File: src/rtl/segment_port_arbiter.sv
// Arbitrates the segment register file's single read/write port pair between the
// microcode path (A) and the far-transfer sequencer (B), with round-robin and lock.
module segment_port_arbiter (
    input  logic        clk,
    input  logic        reset_n,
    input  logic        a_req,
    input  logic        a_wr,
    input  logic [1:0]  a_sel,
    input  logic [15:0] a_wdata,
    input  logic        a_lock,
    input  logic        b_req,
    input  logic        b_wr,
    input  logic [1:0]  b_sel,
    input  logic [15:0] b_wdata,
    input  logic        b_lock,
    output logic        a_ack,
    output logic        b_ack,
    output logic        a_rvalid,
    output logic        b_rvalid,
    output logic [15:0] a_rdata,
    output logic [15:0] b_rdata,
    output logic [1:0]  sr_rd_sel,
    input  logic [15:0] sr_rd_val,
    output logic        sr_wr_en,
    output logic [1:0]  sr_wr_sel,
    output logic [15:0] sr_wr_val,
    output logic        owner_locked
);

    logic r_ready;
    logic r_last;          // 0 = A, 1 = B
    logic r_locked;
    logic r_lock_owner;    // 0 = A, 1 = B
    logic r_a_rvalid;
    logic r_b_rvalid;

    logic        w_gnt_a;
    logic        w_gnt_b;
    logic        w_gnt_any;
    logic        w_g_wr;
    logic        w_g_lock;
    logic [1:0]  w_g_sel;
    logic [15:0] w_g_wdata;
    logic        w_owner_lock;

    always_comb begin
        w_gnt_a = 1'b0;
        w_gnt_b = 1'b0;
        if (r_ready) begin
            if (r_locked) begin
                w_gnt_a = ~r_lock_owner & a_req;
                w_gnt_b = r_lock_owner & b_req;
            end else if (a_req && b_req) begin
                w_gnt_a = r_last;
                w_gnt_b = ~r_last;
            end else begin
                w_gnt_a = a_req;
                w_gnt_b = b_req;
            end
        end
    end

    assign w_gnt_any    = w_gnt_a | w_gnt_b;
    assign w_g_wr       = w_gnt_b ? b_wr    : a_wr;
    assign w_g_lock     = w_gnt_b ? b_lock  : a_lock;
    assign w_g_sel      = w_gnt_b ? b_sel   : a_sel;
    assign w_g_wdata    = w_gnt_b ? b_wdata : a_wdata;
    assign w_owner_lock = r_lock_owner ? b_lock : a_lock;

    assign a_ack     = w_gnt_a;
    assign b_ack     = w_gnt_b;
    assign sr_rd_sel = w_gnt_any ? w_g_sel : 2'd0;
    assign sr_wr_en  = w_gnt_any & w_g_wr;
    assign sr_wr_sel = sr_wr_en ? w_g_sel : 2'd0;
    assign sr_wr_val = sr_wr_en ? w_g_wdata : 16'd0;

    assign a_rvalid     = r_a_rvalid;
    assign b_rvalid     = r_b_rvalid;
    assign a_rdata      = r_a_rvalid ? sr_rd_val : 16'd0;
    assign b_rdata      = r_b_rvalid ? sr_rd_val : 16'd0;
    assign owner_locked = r_locked;

    always_ff @(posedge clk or negedge reset_n) begin
        if (!reset_n) begin
            r_ready      <= 1'b0;
            r_last       <= 1'b1;
            r_locked     <= 1'b0;
            r_lock_owner <= 1'b0;
            r_a_rvalid   <= 1'b0;
            r_b_rvalid   <= 1'b0;
        end else begin
            r_ready <= 1'b1;
            if (w_gnt_any) begin
                r_last       <= w_gnt_b;
                r_locked     <= w_g_lock;
                r_lock_owner <= w_gnt_b;
                r_a_rvalid   <= w_gnt_a & ~w_g_wr;
                r_b_rvalid   <= w_gnt_b & ~w_g_wr;
            end else begin
                r_a_rvalid <= 1'b0;
                r_b_rvalid <= 1'b0;
                // an idle holder that drops its lock gives up ownership
                if (r_locked && !w_owner_lock)
                    r_locked <= 1'b0;
            end
        end
    end

endmodule
File: config.mk
export PLATFORM = sky130hd
export DESIGN_NAME = segment_port_arbiter
export DESIGN_NICKNAME = d
export VERILOG_FILES = /design/src/rtl/segment_port_arbiter.sv
export SDC_FILE = /design/constraint.sdc
export NUM_CORES = 1
export LEC_CHECK = 0
export BUFFER_PORTS_ARGS = -buffer_cell sky130_fd_sc_hd__buf_2
export CAP_MARGIN = 15
export CORE_ASPECT_RATIO = 1.5
export CORE_MARGIN = 2
export CORE_UTILIZATION = 29
export DETAILED_ROUTE_END_ITERATION = 12
export PLACE_DENSITY = 0.82
export SKIP_CTS_REPAIR_TIMING = 1
export SYNTH_ARGS = -nofsm -noshare
export SYNTH_HDL_FRONTEND = slang
export SYNTH_SLANG_ARGS = --single-unit
export TNS_END_PERCENT = 5
File: constraint.sdc
create_clock -name clk -period 2.1 [get_ports clk]
set_clock_uncertainty 0.15 [all_clocks]
set_input_delay 0.315 -clock clk [delete_from_list [all_inputs] [get_ports clk]]
set_output_delay 0.315 -clock clk [all_outputs]
set_load 0.01 [all_outputs]
==> qor.txt <==
run status -> finished, violations left
failing checks -> negative setup slack
total detailed-routing wirelength -> 3309 µm
CTS tree -> done
count leader, synth -> and2_1
final worst-path cycle share -> 1.021
Warnings, synthesis -> 0
Final setup violation count -> 18
GRT Resource Usage Total -> 0.1893
site row count -> 22
Synth Register Bits -> 6
Core Region -> 2477 µm²
sequential area share after synthesis -> 0.1980
ranking of synthesized cells by area -> a32o_2 (27%), and2_1 (26%), dfrtp_1 (16%)
fmax -> 466.5 MHz
Static Leak -> 0.9840 nW
Die ar. -> 3071 µm²
Clock transition at path regs -> 0.05 ns
vias in the first global route -> 1052
CP Data Arrival Time -> 1.68 ns
Top Ports -> 118
Die Ht -> 66.88 µm
HPWL after DPL -> 2638 µm
DR vias -> 1170
post-DR wirelength/cell -> 14.77 µm
Die Wd -> 45.92 µm
critical path class -> reg2out
Clock Path Buffers -> 2
Worst EP required -> 1.63 ns
Final nets -> 261
synth unique cells -> 23
Clock Sinks -> 6
number of enable-type register cells in the synthesized netlist -> 0
syn nets -> 144
Clock Latency Late Sink -> 0.25 ns
Synth Flop Type -> dfrtp_1
Synth Area per Inst -> 9.101 µm²
Synth Instances -> 84
most instantiated cells after synthesis -> and2_1 (32), a32o_2 (18), dfrtp_1 (5), clkbuf_1 (4)
Power Dens Cells -> 517.2 nW/µm²
# DRC -> 0
Post-synth ARST share -> 1.000
Filler Cells Inserted -> 242
remaining antenna violation count -> 0
Area Growth Syn to Fin -> 100.3%
Final Hold Fails -> 0
Cell Area, Synth -> 764.5 µm²
initial core utilization -> 0.3086
Port Buf Inserts -> 117
Startpoint Class -> flip-flop
antenna cells -> 0
global route total overflow -> 0
Hold Slack -> 0.1722 ns
Tmin final -> 2.144 ns
Num CTS Buffers -> 3
worst hold path class -> in2reg
Max VDD drop -> 0.3418 mV
# Max-Cap Violations -> 0
CP max FO -> 27
final setup margin -> -0.04359 ns
Pins Over Slew Limit -> 0
share of the synthesized area in the top cell type -> 0.2651
vias per inst -> 5.223
placer congestion estimate -> 0.8469
first-pass GRT wire length -> 4257 µm
initial antenna violation count -> 0
DR iter-0 viols -> 18
CTS H-tree lvls -> 1
CTS root buffer -> clkbuf_4
setup repair after global routing missed its margin -> yes
Critical Path Sink Type -> output port
layout cells sized above 1 -> 0.7400
Yosys top cell by area -> a32o_2
1st-pass router iterations -> 4
power consumption -> 792.0 µW
largest net degree at the start of global routing -> 28
-- sequential cells by signal, summed over array words and instances (netlist names) --
name          flops
a_rvalid          1
b_rvalid          1
owner_locked      1
r_last            1
r_lock_owner      1
r_ready           1
-- stage by stage --
step           utilization  setup TNS (ns)  instances  setup slack, ns  instance area (µm²)
2_1_floorplan            -               0         84           0.2096                764.5
3_3_place_gp        0.5566               0        219           0.2329                 1379
3_5_place_dp        0.5566               0        219           0.2092                 1379
4_1_cts             0.5672         -0.8955        223         -0.06327                 1405
5_1_grt             0.6182          -1.363        224         -0.08191                 1531
6_report            0.6182         -0.6189        224         -0.04359                 1531
-- worst paths after layout --
path | from | to | slack (ns) | depth (start not counted)
worst max-delay path | r_last | sr_wr_val[2] | -0.04 | 5
worst min-delay path | b_lock | owner_locked | 0.17 | 2
worst max register to register | owner_locked | owner_locked | 0.50 | 4
worst min register to register | r_last | r_last | 0.38 | 1
max in group asynchronous | reset_n | r_last | 1.30 | 2
min in group asynchronous | reset_n | a_rvalid | 0.28 | 2
-- critical path, stage by stage (launching register included) --
cell,delay [ns]
dfstp_2,0.55
nand2_2,0.05
o2111a_1,0.25
buf_12,0.17
a32o_2,0.28
buf_6,0.12
-- layout by cell type, fill, tap and decap left out, drive strengths merged --
cell type,netlist,layout
nor3b,1,1
o21a,1,1
and2,32,32
a2111oi,1,1
dlygate4sd3,0,1
o2111a,1,1
a32o,18,18
nand2b,1,1
dfstp,1,1
dfrtp,5,5
mux2i,1,1
a211o,1,1
a221o,1,1
a22o,2,2
a21o,3,3
clkbuf,4,4
nand2,2,2
buf,4,119
conb,1,1
inv,2,2
nor2b,2,2
-- logic make-up (layout without fill, tap and decap cells) --
logic type,after synthesis,in the layout,synth area share
mux,1,1,0.01309
simple gates,38,38,0.3159
other cells,1,1,0.004905
compound gates,28,28,0.4043
flops,6,6,0.1980
buf+inv,10,126,0.06381
-- final cells by class --
cell class,count,area [µm²],area share
multi-input combinational,68,566.8,0.3701
clock buffer,4,26.28,0.01716
tap,24,30.03,0.01961
inverter,2,7.507,0.004902
timing repair buffer,120,748.2,0.4886
sequential,6,152.6,0.09967
-- power by group --
group / switching, mW / internal (mW)
Sequential: 0.0622 / 0.154
Combinational: 0.199 / 0.257
Clock: 0.0465 / 0.0723
Total: 0.308 / 0.484
-- metal layers --
layer	GRT usage	vias up	wire length [µm]
li1	-	548	-
met1	0.1588	516	1037
met2	0.3681	104	1729
met3	0.07046	2	525
met4	0.07500	0	18
met5	0	-	0
(Power assumes the default switching activity.)
